## config.mk

```make
export PLATFORM = sky130hd
export DESIGN_NAME = md5_msg_packer_flat
export DESIGN_NICKNAME = d
export VERILOG_FILES = /design/src/rtl/md5_pkg.sv /design/src/rtl/md5_msg_packer_if.sv /design/src/rtl/md5_msg_packer.sv /design/src/flat_wrapper.sv
export SDC_FILE = /design/constraint.sdc
export NUM_CORES = 1
export LEC_CHECK = 0
export CAP_MARGIN = 15
export CORE_AREA = 10 10 205 207
export DETAILED_ROUTE_END_ITERATION = 8
export DIE_AREA = 0 0 215 217
export PLACE_DENSITY = 0.8
export SLEW_MARGIN = 20
export SYNTH_ARGS = -nofsm -noshare
export SYNTH_HDL_FRONTEND = slang
export SYNTH_SLANG_ARGS = --single-unit
```

## constraint.sdc

```tcl
create_clock -name clk_12mhz -period 5.95 [get_ports clk_12mhz]
set_input_delay 1.4875 -clock clk_12mhz [delete_from_list [all_inputs] [get_ports clk_12mhz]]
set_output_delay 1.4875 -clock clk_12mhz [all_outputs]
set_load 0.01 [all_outputs]
```

## src/rtl/md5_pkg.sv

```systemverilog
// Shared MD5 constants and packer state type, used by the message packer and md5core.
package md5_pkg;

   localparam int MD5_BLOCK_BITS       = 512;
   localparam int MD5_BLOCK_BYTES      = MD5_BLOCK_BITS / 8;
   localparam int MD5_MAX_SINGLE_BYTES = 55;
   localparam logic [7:0] MD5_PAD_BYTE = 8'h80;
   localparam int MD5_LEN_OFFSET       = 56;

   typedef enum logic [1:0] {
      COLLECT = 2'd0,
      PAD     = 2'd1,
      SEND    = 2'd2,
      DRAIN   = 2'd3
   } packerState_t;

   // Byte lane 0 sits at the top of the block, matching md5core's word order.
   function automatic int laneMsb(input int lane);
      return MD5_BLOCK_BITS - 1 - 8 * lane;
   endfunction

endpackage

```

## src/rtl/md5_msg_packer_if.sv

```systemverilog
// Byte-stream input and padded-block output bundle of the MD5 message packer.
interface md5_msg_packer_if;
   import md5_pkg::*;

   logic [7:0]                in_data;
   logic                      in_valid;
   logic                      in_last;
   logic                      in_ready;
   logic [MD5_BLOCK_BITS-1:0] mesg;
   logic                      mesg_valid;
   logic                      mesg_ready;
   logic                      err_len;
   logic [15:0]               frames_sent;

   modport master (
      output in_data, in_valid, in_last, mesg_ready,
      input  in_ready, mesg, mesg_valid, err_len, frames_sent
   );

   modport slave (
      input  in_data, in_valid, in_last, mesg_ready,
      output in_ready, mesg, mesg_valid, err_len, frames_sent
   );

endinterface

```

## src/rtl/md5_msg_packer.sv

```systemverilog
// Packs a 1..MAX_LEN byte message into one padded MD5 block (marker, zero fill,
// 64-bit little-endian bit length) and hands it off on a valid/ready pair.
module md5_msg_packer
   import md5_pkg::*;
#(
   parameter int MAX_LEN = MD5_MAX_SINGLE_BYTES
) (
   input  logic clk_12mhz,
   input  logic reset,
   md5_msg_packer_if.slave bus
);

   packerState_t              state_q, state_d;
   logic [5:0]                byteCnt_q, byteCnt_d;
   logic [MD5_BLOCK_BITS-1:0] block_q, block_d;
   logic                      mesgValid_q, mesgValid_d;
   logic                      errLen_q, errLen_d;
   logic [15:0]               frames_q, frames_d;

   logic                      accept;
   logic [8:0]                bitLen;

   assign bus.in_ready    = (state_q == COLLECT) || (state_q == DRAIN);
   assign accept          = bus.in_valid && bus.in_ready;
   assign bitLen          = {byteCnt_q, 3'b000};

   assign bus.mesg        = block_q;
   assign bus.mesg_valid  = mesgValid_q;
   assign bus.err_len     = errLen_q;
   assign bus.frames_sent = frames_q;

   always_ff @(posedge clk_12mhz) begin
      if (reset) begin
         state_q     <= COLLECT;
         byteCnt_q   <= '0;
         block_q     <= '0;
         mesgValid_q <= 1'b0;
         errLen_q    <= 1'b0;
         frames_q    <= '0;
      end else begin
         state_q     <= state_d;
         byteCnt_q   <= byteCnt_d;
         block_q     <= block_d;
         mesgValid_q <= mesgValid_d;
         errLen_q    <= errLen_d;
         frames_q    <= frames_d;
      end
   end

   // The buffer is zeroed on every hand-off or drop, so PAD only has to write
   // the marker and the length; the bytes in between are already zero.
   always_comb begin
      state_d     = state_q;
      byteCnt_d   = byteCnt_q;
      block_d     = block_q;
      mesgValid_d = mesgValid_q;
      errLen_d    = errLen_q;
      frames_d    = frames_q;

      case (state_q)
         COLLECT: begin
            if (accept) begin
               if (byteCnt_q == 6'(MAX_LEN)) begin
                  errLen_d  = 1'b1;
                  block_d   = '0;
                  byteCnt_d = '0;
                  state_d   = bus.in_last ? COLLECT : DRAIN;
               end else begin
                  for (int lane = 0; lane < MAX_LEN; lane++) begin
                     if (byteCnt_q == 6'(lane)) begin
                        block_d[laneMsb(lane) -: 8] = bus.in_data;
                     end
                  end
                  byteCnt_d = byteCnt_q + 6'd1;
                  if (bus.in_last) begin
                     state_d = PAD;
                  end
               end
            end
         end

         PAD: begin
            for (int lane = 1; lane <= MAX_LEN; lane++) begin
               if (byteCnt_q == 6'(lane)) begin
                  block_d[laneMsb(lane) -: 8] = MD5_PAD_BYTE;
               end
            end
            block_d[laneMsb(MD5_LEN_OFFSET) -: 8]     = bitLen[7:0];
            block_d[laneMsb(MD5_LEN_OFFSET + 1) -: 8] = {7'b0, bitLen[8]};
            mesgValid_d = 1'b1;
            state_d     = SEND;
         end

         SEND: begin
            if (bus.mesg_ready) begin
               block_d     = '0;
               byteCnt_d   = '0;
               frames_d    = frames_q + 16'd1;
               mesgValid_d = 1'b0;
               state_d     = COLLECT;
            end
         end

         DRAIN: begin
            if (accept && bus.in_last) begin
               block_d   = '0;
               byteCnt_d = '0;
               state_d   = COLLECT;
            end
         end

         default: begin
            state_d = COLLECT;
         end
      endcase
   end

endmodule

```

## src/flat_wrapper.sv

```systemverilog
// flat-port wrapper written by rule: the top's interface ports become plain ports
module md5_msg_packer_flat import md5_pkg::*;
#(
   parameter int MAX_LEN = MD5_MAX_SINGLE_BYTES
)
  (clk_12mhz, reset, bus_in_data, bus_in_valid, bus_in_last, bus_mesg_ready, bus_in_ready, bus_mesg, bus_mesg_valid, bus_err_len, bus_frames_sent);
  md5_msg_packer_if bus_i ();
  input  logic clk_12mhz;
  input  logic reset;
  input wire logic [$bits(bus_i.in_data)-1:0] bus_in_data;
  input wire logic [$bits(bus_i.in_valid)-1:0] bus_in_valid;
  input wire logic [$bits(bus_i.in_last)-1:0] bus_in_last;
  input wire logic [$bits(bus_i.mesg_ready)-1:0] bus_mesg_ready;
  output wire logic [$bits(bus_i.in_ready)-1:0] bus_in_ready;
  output wire logic [$bits(bus_i.mesg)-1:0] bus_mesg;
  output wire logic [$bits(bus_i.mesg_valid)-1:0] bus_mesg_valid;
  output wire logic [$bits(bus_i.err_len)-1:0] bus_err_len;
  output wire logic [$bits(bus_i.frames_sent)-1:0] bus_frames_sent;
  assign bus_i.in_data = bus_in_data;
  assign bus_i.in_valid = bus_in_valid;
  assign bus_i.in_last = bus_in_last;
  assign bus_i.mesg_ready = bus_mesg_ready;
  assign bus_in_ready = bus_i.in_ready;
  assign bus_mesg = bus_i.mesg;
  assign bus_mesg_valid = bus_i.mesg_valid;
  assign bus_err_len = bus_i.err_len;
  assign bus_frames_sent = bus_i.frames_sent;
  md5_msg_packer #(.MAX_LEN(MAX_LEN)) u_core (.clk_12mhz(clk_12mhz), .reset(reset), .bus(bus_i));
endmodule
```

## Yosys cells after proc, flatten, opt, wreduce, memory -nomap -nowiden

Index checks and enable logic that the tools add are counted.
W data, S select, Z words.

| cells by class | value |
|---|---|
| reductions and logical operators | 70 |
| equality and inequality tests | 173 |
| $add $sub $neg | 2 |
| multiplexer cells | 132 |

Operator list:

| operator | count |
|---|---|
| $pmux W456 S4 | 1 |
| $mux W512 | 3 |
| $mux W8 | 110 |
| $mux W440 | 1 |
| $reduce_and A5 Y1 | 57 |
| $ne A3 B3 Y1 const B | 56 |
| $eq A6 B6 Y1 const B | 24 |
| $pmux W48 S3 | 1 |
| $ne A2 B1 Y1 const B | 56 |
| $eq A6 B5 Y1 const B | 16 |
| $mux W72 | 1 |
| $eq A6 B4 Y1 const B | 8 |
| $eq A6 B3 Y1 const B | 4 |
| $mux W6 | 4 |
| $pmux W8 S3 | 1 |
| $pmux W6 S3 | 1 |
| $add A16 B1 Y16 const B | 1 |
| $eq A6 B2 Y1 const B | 2 |
| $mux W2 | 6 |
| $reduce_and A4 Y1 | 3 |
| $pmux W2 S4 | 1 |
| $add A6 B1 Y6 const B | 1 |
| $eq A6 B1 Y1 const B | 1 |
| $logic_not A6 Y1 | 1 |
| 12 further kinds | 17 |

| word-level totals | value |
|---|---|
| output and inout port bits | 531 |
| bits of input ports | 13 |
| flip-flop bits (word level) | 538 |

## Logic depth before layout (Yosys ltp)

| depth | value |
|---|---|
| word-level depth | 6 |
| gate-level depth with buffers | 11 |
| depth with buffers taken out | 6 |

## Worst setup path before layout

Ideal clock, no wire load.

| path | value |
|---|---|
| path type | input -> register |
| start | input port reset |
| end | register u_core.block_q[152], in the netlist u_core.bus.mesg[152] |
| cell stages on the path | 5 |
| setup slack | 2.875 ns |
| arrival | 2.945 ns |
| path buffers | 3 |
| cells stage by stage | buf_4 -> buf_2 -> buf_1 -> a221oi_4 -> o2bb2ai_1 |

RTL lines:

| item | RTL line | source |
|---|---|---|
| from (decl) | flat_wrapper.sv:9 | `input logic reset;` |
| to (signal assigned) | md5_msg_packer.sv:43 | `block_q <= block_d;` |
| to (decl) | md5_msg_packer.sv:15 | `logic [MD5_BLOCK_BITS-1:0] block_q, block_d;` |

## Worst setup path in the final report

| path | value |
|---|---|
| start | input port bus_in_valid |
| end | register u_core.block_q[250], in the netlist u_core.bus.mesg[250] |

| on the way | value |
|---|---|
| longest elaborated chain between the ends | 4 |
| elaborated cells between the ends (all ways) | 5 |
| those cells by class | eq/ne (2); reduce/logical (3) |

RTL lines:

| item | RTL line | source |
|---|---|---|
| from (decl) | flat_wrapper.sv:11 | `input wire logic [$bits(bus_i.in_valid)-1:0] bus_in_valid;` |
| $logic_and A1 B1 Y1 (*) | md5_msg_packer.sv:24 | `assign accept = bus.in_valid && bus.in_ready;` |
| $logic_and A1 B1 Y1 | md5_msg_packer.sv:105 | `if (accept && bus.in_last) begin` |
| $ne A2 B2 Y1 (no source line) | - |  |
| $reduce_and A5 Y1 (no source line) (*) | - |  |

Mark *: on every way between the ends. The rest lies on a longest branch, timed or not.
A chain may end at the register's enable or synchronous reset.

==> flow_summary_export.csv <==
group,metric,value,unit
finish,nNetsFinal,1910,
drt,drc_errors,0,
timing,rsz0062_at_grt,"false",
synth,synth-simple-area-share,0.06837,
critical_path,arrival,4.66,ns
clocking,cts_tree,"done",
synth,synth_common_cells,"dfxtp_1, o2bb2ai_1, a22o_1",
timing,setup_violations,0,
clocking,hold_buffers,0,
placement,dpl_cell_area,0.02240,mm²
synth,async_flop_share,0,
synth,yosysMostFrequentCell,"dfxtp_1",
floorplanning,die_h,217,µm
clocking,cts.path.max_buffers,3,
global_routing,grt_pass1_wl,99260,µm
critical_path,r2r-start,"u_core.state_q[0]",
critical_path,critPathLaunch,"bus_in_valid",
drt,wl_met3,6455,µm
global_routing,antenna_found_initial,0,
synth,synth_compound_area_frac,0.3196,
drt,firstDrtPassIters,6,
finish,fin_util,0.6306,
floorplanning,pin_count,544,
timing,fmax,241.1,MHz
placement,numPortBuffers,478,
timing,hold_viol,0,
power_and_ir_drop,p_clk_frac,0.310,
floorplanning,initial_core_util,0.4639,
synth,synthTopCellsByArea,"dfxtp_1, o2bb2ai_1, a22o_1, a221oi_4, buf_4",
critical_path,critical_path.max_fanout,82,
synth,post-synth-top-area-fraction,0.5356,
synth,synth_top_area_cell,"dfxtp_1",
job,maxCapViolCount,0,
floorplanning,die_w,215,µm
drt,ant_nets,0,
power_and_ir_drop,seq_power_share,0.383,
synth,yosysWarnings,0,
drt,wl_per_cell,27.31,µm
global_routing,grt_usage,0.2717,
timing,fin_hold_ws,0.4617,ns
placement,dpl.hpwl,47120,µm
synth,ys.flop_type,"dfxtp_1",
global_routing,grt_pass1_vias,14660,
synth,ys_seq_elements,473,
finish,drive_gt1_frac,0.09356,
drt,drtIter0Drc,1120,
placement,gp_congestion,0.8636,
floorplanning,core,0.03811,mm²
timing,fin_crit_sh,0.6971,
worst_hold_path,holdCritPathClass,"register to register",
power_and_ir_drop,power_density,417.7,mW/mm²
timing,slew_headroom,0.2873,
critical_path,required,6.46,ns
synth,synth_edf_count,0,
finish,fillers,2845,
power_and_ir_drop,p_sw,0.003485,W
power_and_ir_drop,p_leak,8.323,nW
finish,stdcell_area,0.02403,mm²
critical_path,r2r_cells,7,
critical_path,cp-start-kind,"input port",
drt,viasPerCell,5.931,
clocking,numCtsBuffers,47,
critical_path,crit_path_end,"u_core.bus.mesg[250]",
synth,synth_xor_area_frac,0.004954,
synth,syn_area_per_cell,12.16,µm²
floorplanning,dieArea,0.04666,mm²
synth,seq_area_frac_synth,0.5356,
power_and_ir_drop,p_sw_frac,0.3472,
timing,final_max_slew_viol_count,0,
clocking,cts_setup_buffers,0,
timing,min_period,4.148,ns
clocking,htreeDepth,2,
synth,synthCells,1454,
power_and_ir_drop,power,0.01004,W
synth,synth_top_family_by_area,"compound AO/OA/AOI/OAI gates",
finish,antennaDiodeCount,0,
global_routing,grt_max_degree,83,
clocking,clkSlewWorstSetupHoldPaths,0.07,ns
critical_path,r2r_setup_slack,2.30,ns
drt,drt-total-wl,66680,µm
synth,synth.mux.area_fraction,0,
timing,tns,0,ns
global_routing,grt_overflow,0,
timing,skew,0.02247,ns
critical_path,critPathKind,"input port to register",
drt,wl_met2,32040,µm
clocking,clock-sinks,473,
drt,vias,14480,
floorplanning,rows,72,
clocking,ctsResizeCount,0,
drt,wl_met1,26140,µm
synth,synthAdderAreaFrac,0.007077,
clocking,clockRootBuffer,"clkbuf_16",
power_and_ir_drop,power_frac_comb,0.307,
critical_path,r2r-end,"u_core.bus.mesg[250]",
outcome,status,"complete, no violations",
power_and_ir_drop,ir_drop,0.0002555,V
critical_path,worstSetupEndpointType,"register",
synth,synth_cell_type_count,68,
clocking,clock_latency,0.59,ns
power_and_ir_drop,power.internal,0.006553,W
finish,area_delta_synth_final,35.92,%
synth,synth_area,0.01768,mm²
timing,worstMarginPinSlew,1.069,ns
drt,dr.max_layer_used,"met4",
## layer usage
layer  GRT usage  vias to the layer above
li1            -                     6418
met1      0.3217                     7192
met2      0.4584                      756
met3     0.08599                      117
met4     0.09434                        0
met5           0                        -
## logic make-up after synthesis
logic type,count (synthesis)
other cells,1
buf+inv,178
xor+xnor,10
simple gates,204
fa+ha+maj,10
compound gates,578
flops,473
## worst min-delay path by stage
stage | start | to | slack (ns) | cells past startpoint
2_1_floorplan | u_core.state_q[1] | u_core.state_q[1] | 0.48 | 2
3_3_place_gp | u_core.bus.mesg[151] | u_core.bus.mesg[151] | 0.44 | 1
3_5_place_dp | u_core.bus.mesg[91] | u_core.bus.mesg[91] | 0.45 | 1
4_1_cts | u_core.bus.mesg[338] | u_core.bus.mesg[338] | 0.46 | 1
5_1_grt | u_core.bus.mesg[91] | u_core.bus.mesg[91] | 0.47 | 1
6_report | u_core.bus.mesg[94] | u_core.bus.mesg[94] | 0.46 | 1
## final cells by class
class | count | area, µm² | area share
flip-flops and latches | 473 | 9469 | 0.3941
repair buffers | 488 | 4873 | 0.2028
clock buffers | 63 | 1306 | 0.05436
clock inverters | 23 | 316.6 | 0.01317
inverters | 10 | 37.54 | 0.001562
multi-input cells | 867 | 7378 | 0.3071
well taps | 518 | 648.1 | 0.02697
## critical path: stages
cell and delay [ns]:
clkdlybuf4s50_1 0.46, nand2b_1 0.45, a211oi_4 0.41, buf_12 0.55
and4_1 1.00, a22o_1 0.25
## flip-flops by register name, summed over array words and instances (netlist names)
signal	flops
u_core.bus.mesg_valid	1
u_core.bus.frames_sent	16
u_core.state_q	2
u_core.bus.err_len	1
u_core.byteCnt_q	6
u_core.bus.mesg	447
## through the flow
stage,worst slack [ns],cells
detailed placement,1.161,2356
global route,1.652,2442
global placement,1.264,2356
CTS,1.848,2442
floorplan,2.875,1518
finish,1.802,2442
## placed cells by master (no fill, tap or decap), types with 7 or more instances in the layout
master           Yosys  layout
and4_1               7       7
nor2_1              89      89
dfxtp_1            473     473
o21ai_0             13      13
nand2b_1             7       7
clkbuf_16            0      47
nand3b_1             9       9
o21ai_1             11      11
a221oi_2            18      18
clkbuf_1            33       9
inv_1               10      10
clkinv_2             0      10
nand2_1             17      17
a21o_1               9       8
a22o_1             160     160
ha_1                10      10
conb_1               1      65
clkbuf_8             0       7
nor3_1               8       8
o2bb2ai_1          280     280
a221oi_4            36      36
clkdlybuf4s50_1      0     477
a21oi_1             29      26
nand4_1             15      15
buf_4               80       9
## power groups by stage
stage	combinational (W)	sequential, W	clock (W)
floorplan	0.00155	0.00402	0
global placement	0.00300	0.00388	0
detailed placement	0.00305	0.00389	0
CTS	0.00308	0.00384	0.00314
global route	0.00326	0.00388	0.00326
finish	0.00308	0.00384	0.00311
Power figures use the tool's default switching activity.
